==> src/rtl/hs_byte_aligner_pkg.sv <==
// Shared HS receive definitions: aligner state encodings, sync position limit
// and the sync character also used by the sync detector.
package hs_byte_aligner_pkg;

  typedef enum logic [1:0] {
    ST_IDLE   = 2'd0,
    ST_HUNT   = 2'd1,
    ST_ACTIVE = 2'd2
  } hs_state_e;

  localparam int         HS_SYNC_POS_MAX = 8;
  localparam logic [7:0] HS_SYNC_CHAR    = 8'h1D;

endpackage

==> src/rtl/hs_byte_aligner_align_mux.sv <==
// Combinational 16-to-8 offset select over a two-byte window; also used by the
// multi-lane merger.
module hs_align_mux
  import hs_byte_aligner_pkg::*;
(
  input  logic [15:0] win,
  input  logic [3:0]  offset,
  output logic [7:0]  aligned
);

  logic [15:0] shifted;

  assign shifted = win >> offset;
  assign aligned = shifted[7:0];

endmodule

==> src/rtl/hs_byte_aligner.sv <==
// HS byte aligner: locks the sync bit offset per burst and streams aligned payload.
// Optional HS_ALIGN_ERR_EN adds the ErrSyncHS pulse for illegal or repeated syncs.
module hs_byte_aligner
  import hs_byte_aligner_pkg::*;
#(
  parameter int SYNC_POS_MAX = HS_SYNC_POS_MAX,
  parameter int CNT_W        = 16
) (
  input  logic             RxByteClkHS,
  input  logic             Rst_n,
  input  logic             Enable,
  input  logic [7:0]       DataHS,
  input  logic             RxSyncHS,
  input  logic [3:0]       RxSyncPosition,
  output logic [7:0]       RxDataHS,
  output logic             RxValidHS,
  output logic             RxActiveHS,
  output logic [CNT_W-1:0] RxByteCount
`ifdef HS_ALIGN_ERR_EN
  ,
  output logic             ErrSyncHS
`endif
);

  localparam logic [3:0] POS_MAX = 4'(SYNC_POS_MAX);

  hs_state_e  state;
  logic [3:0] offset;
  logic [7:0] prev_byte;
  logic [7:0] aligned_byte;

  function automatic logic pos_illegal(input logic [3:0] pos);
    return pos > POS_MAX;
  endfunction

  function automatic logic [3:0] clamp_pos(input logic [3:0] pos);
    return pos_illegal(pos) ? POS_MAX : pos;
  endfunction

  function automatic logic [CNT_W-1:0] sat_inc(input logic [CNT_W-1:0] cnt);
    return (&cnt) ? cnt : cnt + CNT_W'(1);
  endfunction

  // Window is {current byte, previous byte}; first-received bit sits at bit 0.
  hs_align_mux u_align_mux (
    .win     ({DataHS, prev_byte}),
    .offset  (offset),
    .aligned (aligned_byte)
  );

  always_ff @(posedge RxByteClkHS or negedge Rst_n) begin
    if (!Rst_n) begin
      state       <= ST_IDLE;
      offset      <= '0;
      prev_byte   <= '0;
      RxDataHS    <= '0;
      RxValidHS   <= 1'b0;
      RxActiveHS  <= 1'b0;
      RxByteCount <= '0;
`ifdef HS_ALIGN_ERR_EN
      ErrSyncHS   <= 1'b0;
`endif
    end else begin
      RxValidHS <= 1'b0;
`ifdef HS_ALIGN_ERR_EN
      ErrSyncHS <= 1'b0;
`endif
      if (Enable) begin
        prev_byte <= DataHS;
      end
      // Dropping Enable ends the burst and wins over any sync in the same cycle.
      if (!Enable) begin
        state      <= ST_IDLE;
        RxActiveHS <= 1'b0;
      end else begin
        case (state)
          ST_IDLE: state <= ST_HUNT;
          ST_HUNT: begin
            if (RxSyncHS) begin
`ifdef HS_ALIGN_ERR_EN
              if (pos_illegal(RxSyncPosition)) begin
                ErrSyncHS <= 1'b1;
              end else begin
                state       <= ST_ACTIVE;
                RxActiveHS  <= 1'b1;
                offset      <= RxSyncPosition;
                RxByteCount <= '0;
              end
`else
              state       <= ST_ACTIVE;
              RxActiveHS  <= 1'b1;
              offset      <= clamp_pos(RxSyncPosition);
              RxByteCount <= '0;
`endif
            end
          end
          ST_ACTIVE: begin
            RxDataHS    <= aligned_byte;
            RxValidHS   <= 1'b1;
            RxByteCount <= sat_inc(RxByteCount);
`ifdef HS_ALIGN_ERR_EN
            ErrSyncHS   <= RxSyncHS;
`endif
          end
          default: begin
            state      <= ST_IDLE;
            RxActiveHS <= 1'b0;
          end
        endcase
      end
    end
  end

endmodule

==> config.mk <==
export PLATFORM = sky130hd
export DESIGN_NAME = hs_byte_aligner
export DESIGN_NICKNAME = d
export VERILOG_FILES = /design/src/rtl/hs_byte_aligner_pkg.sv /design/src/rtl/hs_byte_aligner_align_mux.sv /design/src/rtl/hs_byte_aligner.sv
export SDC_FILE = /design/constraint.sdc
export NUM_CORES = 1
export LEC_CHECK = 0
export ABC_AREA = 1
export CAP_MARGIN = 20
export CORE_AREA = 2 2 85 70
export DETAILED_ROUTE_END_ITERATION = 16
export DIE_AREA = 0 0 87 72
export GPL_TIMING_DRIVEN = 0
export PLACE_DENSITY = 0.76
export SYNTH_ARGS = -nofsm -noshare
export SYNTH_HDL_FRONTEND = slang
export SYNTH_SLANG_ARGS = --single-unit
==> constraint.sdc <==
create_clock -name RxByteClkHS -period 1.5 [get_ports RxByteClkHS]
set_input_delay 0.3 -clock RxByteClkHS [delete_from_list [all_inputs] [get_ports RxByteClkHS]]
set_output_delay 0.3 -clock RxByteClkHS [all_outputs]
set_load 0.03 [all_outputs]
# Yosys cells after proc, flatten, opt, wreduce, memory -nomap -nowiden
# Index checks and enable logic that the tools add are counted.
[op_classes]
n_mux = 12
order_cmp = 1
n_reduce_logical = 9
eq_ne = 7
shift = 1
n_addsub = 1
[op_table]
columns = ["cell", "count"]
rows = [
  ["16-bit two-way mux", 2],
  ["16-bit case mux with 2 select lines", 1],
  ["16-bit by 1-bit adder with 16-bit output (second input constant)", 1],
  ["16-bit AND reduction", 1],
  ["16-bit by 4-bit >> shifter with 8-bit output", 1],
  ["2-bit inequality test (second input constant)", 4],
  ["2-bit case mux with 3 select lines", 1],
  ["2-bit AND reduction", 3],
  ["4-bit greater-than comparator (second input constant)", 1],
  ["1-bit two-way mux", 4],
  ["2-bit two-way mux", 2],
  ["4-bit two-way mux", 1],
  ["4-bit AND reduction", 1],
  ["3-bit inequality test (second input constant)", 1],
  ["3-bit AND reduction", 1],
  ["2-bit by 1-bit == test with 1-bit output (second input constant)", 1],
  ["2-bit == test (second input constant)", 1],
  ["2-bit zero test", 1],
  ["1-bit case mux with 2 select lines", 1],
  ["2-bit nonzero test", 1],
  ["2-bit OR reduction", 1],
]
[totals]
register_bits = 40
output_inout_bits = 26

# Longest topological paths before layout
[logic_depth]
depth_word = 4
depth_mapped = 10
mapped_depth_nobuf = 9

# Modules after synthesis
# A second synthesis with hierarchy kept.
[unflattened]
cells_unflattened = 389
area_unflattened_um2 = 2653.8
[by_module_without_submodules]
columns = ["module", "cells_per_inst", "n_inst", "area_each_um2"]
rows = [
  ["hs_byte_aligner", 254, 1, 1963.1],
  ["hs_align_mux", 135, 1, 690.7],
]

# Least setup slack after synthesis
# No wires, ideal clock.
[synth_timing]
kind = "reg2reg"
from = "register RxByteCount[0]"
to = "register RxByteCount[8]"
path_buffers = 1
required_ns = 1.381
path_slack_ns = -0.194
setup_time_ns = 0.119
arrival_time_ns = 1.575
period_less_slack_ns = 1.694
path_stages_with_launch = 10
path_cell_list = "dfrtp_1 > ha_1 > nand2_2 > nor2_4 > nand2_4 > o21ai_2 > nor2_2 > buf_6 > nand2_1 > nand2_1"
[synth_via]
elab_chain_len = 3
[synth_lines]
columns = ["item", "line_no", "source"]
rows = [
  ["start, declared", "hs_byte_aligner.sv:18", "output logic [CNT_W-1:0] RxByteCount"],
  ["start signal, assigned", "hs_byte_aligner.sv:100", "RxByteCount <= sat_inc(RxByteCount);"],
  ["16-bit by 1-bit adder with 16-bit output or 16-bit AND reduction (tied branches)", "hs_byte_aligner.sv:41", "return (&cnt) ? cnt : cnt + CNT_W'(1);"],
  ["16-bit two-way mux or 2-bit inequality test (tied branches)", "n/a", ""],
  ["16-bit case mux with 2 select lines or 4-bit AND reduction (tied branches)", "n/a", ""],
]
# Several ways; a longest one is shown, not always the timed one. The select of a mux whose other input is x is not followed.
# A chain may end at the register's enable or synchronous reset.

# Worst setup path in the final report
[layout_timing]
from = "register state[1]"
to = "register RxByteCount[11]"
[layout_via]
elab_chain_len = 3
[layout_lines]
columns = ["item", "line_no", "source"]
rows = [
  ["start, declared", "hs_byte_aligner.sv:27", "hs_state_e state;"],
  ["start signal, assigned", "hs_byte_aligner.sv:53", "state <= ST_IDLE;"],
  ["start signal, assigned", "hs_byte_aligner.sv:73", "state <= ST_IDLE;"],
  ["start signal, assigned", "hs_byte_aligner.sv:77", "ST_IDLE: state <= ST_HUNT;"],
  ["2-bit == test or 2-bit by 1-bit == test with 1-bit output (tied branches)", "hs_byte_aligner.sv:76", "case (state)"],
  ["2-bit inequality test (no line) or 2-bit nonzero test (tied branches)", "n/a", ""],
  ["4-bit AND reduction (no line)", "n/a", ""],
]
# Several ways; a longest one is shown, not always the timed one.

==> qor.csv <==
stage,metric,value,unit
hold_path,min_path_cells,2,
cts,htree_levels,2,
timing,worstMarginPinSlew,0.324,ns
setup_path,critPathCaptureType,flop,
placement,place_congestion,0.924,
pwr,leakage,0.00185,µW
setup_path,cpMostUsedCell,nand2_2,
run,cap_violations,0,
layout,final_cell_mix,"nand2_1 (158), nand3_1 (48), dfrtp_1 (29)",
synthesis,ys_seq_elements,40,
pwr,total_power,3540,µW
layout,fin_util,0.629,
setup_path,cp.required,1.69,ns
timing,slew_headroom,0.783,
floorplan,dieArea,0.00626,mm²
synthesis,synth_edf_count,0,
layout,nNetsFinal,459,
grt,grt_overflow,0,
synthesis,synth_nets,397,
pwr,powerDensity,1050,mW/mm²
route,vias,2674,
setup_path,crit_type,reg -> reg,
setup_path,critPathMaxFanout,5,
synthesis,synth_top_area_cell,dfrtp_1,
setup_path,r2r_start,state[1],
floorplan,die_x,87,µm
layout,finalNonFillerCells,507,
cts,cts_buffer_depth,2,
grt,grt_pass1_wl,11500,µm
layout,final_common_cell,nand2_1,
timing,setup_viol,0,
timing,final.min_clock_period,1.47,ns
timing,setup_ws,0.0280,ns
route,drc,0,
cts,clk_latency,0.29,ns
route,drtIter0Drc,120,
timing,report.final.slew_viol_count,0,
setup_path,reg2reg_to,RxByteCount[11],
timing,skew,0.00344,ns
setup_path,slowest_delay,0.39,ns
synthesis,yosysSeqAreaShare,0.387,
route,drt-pass1-iter-count,4,
setup_path,rrSetupSlack,0.03,ns
synthesis,async_reset_ff_frac,1.00,
layout,area_delta_synth_final,30.9,%
cts,cts_root_buffer,clkbuf_8,
timing,period_share,0.981,
placement,buffer_ports.inserted,41,
synthesis,synthesis.area,0.00258,mm²
grt,track_usage,0.232,
synthesis,yosysWarningCount,0,
hold_path,min_from,RxSyncHS,
floorplan,top_level_ports,42,
synthesis,avgSynthCellArea,6.80,µm²
floorplan,die_y,72,µm
setup_path,worstSetupStartpointType,flop,
synthesis,synthFlopType,dfrtp_1,
cts,cts_tree,yes,
grt,grt_max_degree,34,
layout,antenna_cells,0,
floorplan,core,0.00538,mm²
cts,cts_buffers,5,
setup_path,worstRegToRegCells,8,
placement,dp_hpwl,4850,µm
grt,grt_pass1_vias,2537,
synthesis,synth_top_area_frac,0.387,
timing,rsz0062_at_grt,yes,
synthesis,synth.top_cells.by_area,"dfrtp_1 (39%), nand2_1 (24%), nand3_1 (9.5%)",
floorplan,rows,24,
layout,final_layout_size_suffix_gt1_frac,0.181,
synthesis,synthCells,380,
timing,max_freq,679,MHz
timing,final_hold_viol_count,0,
grt,antenna_found_initial,0,
route,via_per_inst,5.27,
setup_path,cp_slowest_cell,dfrtp_1,
hold_path,min_to,state[0],
placement,preCtsSetupSlack,-0.293,ns
setup_path,worstPathCellList,inv_2 > nand4_1 > nand2_1 > nand3b_4 > nand2_8 > clkbuf_16 > nand2_2 > nand2_2,
setup_path,worstPathArrival,1.66,ns
route,ant_nets,0,
synthesis,yosysUniqueCellTypes,30,
placement,dp_cells,487,
route,wl,6840,µm
route,wl_per_cell,13.5,µm
floorplan,start_util,0.481,
cts,path_clk_slew,0.08,ns
status,outcome,"complete, no violations",
hold_path,hold_path_class,in -> reg,
cts,clock-sinks,40,
pwr,ir_worst_vdd,0.566,mV
[worst max-delay path: cells and delay by family, from the launching register on]
kind                   cells  cell delay [ns]
AND/OR/NAND/NOR            6             0.71
buffers and inverters      2             0.25
flip-flops                 1             0.39
[Yosys cell counts (2+ instances only)]
cell type,n
inv_1,24
o21ai_0,5
clkinv_1,2
nor2_4,2
xor2_1,6
a21oi_1,2
nand2_1,167
or2_2,6
nand3_1,49
o21bai_1,2
nand2_2,5
dfrtp_1,40
inv_2,4
a21boi_1,7
nor2_1,30
nand4_1,6
nand2_4,2
a211oi_1,2
buf_2,8
[sequential cells by signal, indices dropped and copies added, names as in the netlist]
name and flops:
RxDataHS 8, RxValidHS 1, prev_byte 8, RxByteCount 16
state 2, RxActiveHS 1, offset 4
[layout make-up]
cell class,count,area (µm²)
buffer,9,73.8
clock buffer,6,72.6
clock inverter,1,5.00
fill,501,1990
inverter,30,115
multi-input combinational,300,1490
sequential,40,1010
tap,65,81.3
timing repair buffer,56,534
[where the power goes]
group | leakage [µW] | switching (µW) | total [µW] | internal, µW
Sequential | 0.000497 | 105 | 1350 | 1250
Clock | 0.0000410 | 381 | 698 | 317
Combinational | 0.00132 | 928 | 1490 | 565
Total | 0.00185 | 1410 | 3540 | 2130
[repair_timing]
action	4_1_cts	5_1_grt
buffers inserted	9	3
gates cloned	0	1
setup endpoints to repair	44	27
endpoints found under the hold margin	7	0
pin swaps	5	8
resized for setup	31	29
hold buffers	1	0
[through the flow]
step	area [µm²]	setup TNS, ns	hold WS, ns
2_1_floorplan	2620	-0.221	0.00441
5_1_grt	3380	-0.841	0.268
3_5_place_dp	3130	-6.36	0.174
6_report	3380	0	0.255
3_3_place_gp	3110	-43.45	0.425
4_1_cts	3260	0	0.389
[how the worst max path moves through the flow]
stage                   start              end  slack, ns  cells past startpoint
3_3_place_gp            Rst_n   RxByteCount[5]      -1.07                      1
2_1_floorplan  RxByteCount[0]   RxByteCount[6]      -0.02                      9
4_1_cts        RxByteCount[9]   RxByteCount[0]      0.003                      8
5_1_grt        RxByteCount[6]   RxByteCount[7]      -0.07                      8
3_5_place_dp           Enable  RxByteCount[10]      -0.29                      8
6_report             state[1]  RxByteCount[11]       0.03                      8
[metal layers]
| metal | track usage | routed length (µm) | vias up |
|---|---|---|---|
| met3 | 0.0421 | 415 | 14 |
| met2 | 0.382 | 3320 | 85 |
| met5 | 0 | 0 | - |
| met4 | 0.0955 | 147 | 0 |
| met1 | 0.304 | 2960 | 1254 |
| li1 | - | - | 1321 |
[cells by family after synthesis]
group / Yosys count / share of synthesized area
AO/OA/AOI/OAI: 19 / 0.0489
XOR/XNOR: 7 / 0.0237
adder cells (fa/ha/maj): 1 / 0.00484
buffers and inverters: 40 / 0.0712
flip-flops: 40 / 0.387
AND/OR/NAND/NOR: 273 / 0.464
Power figures use the tool's default switching activity.
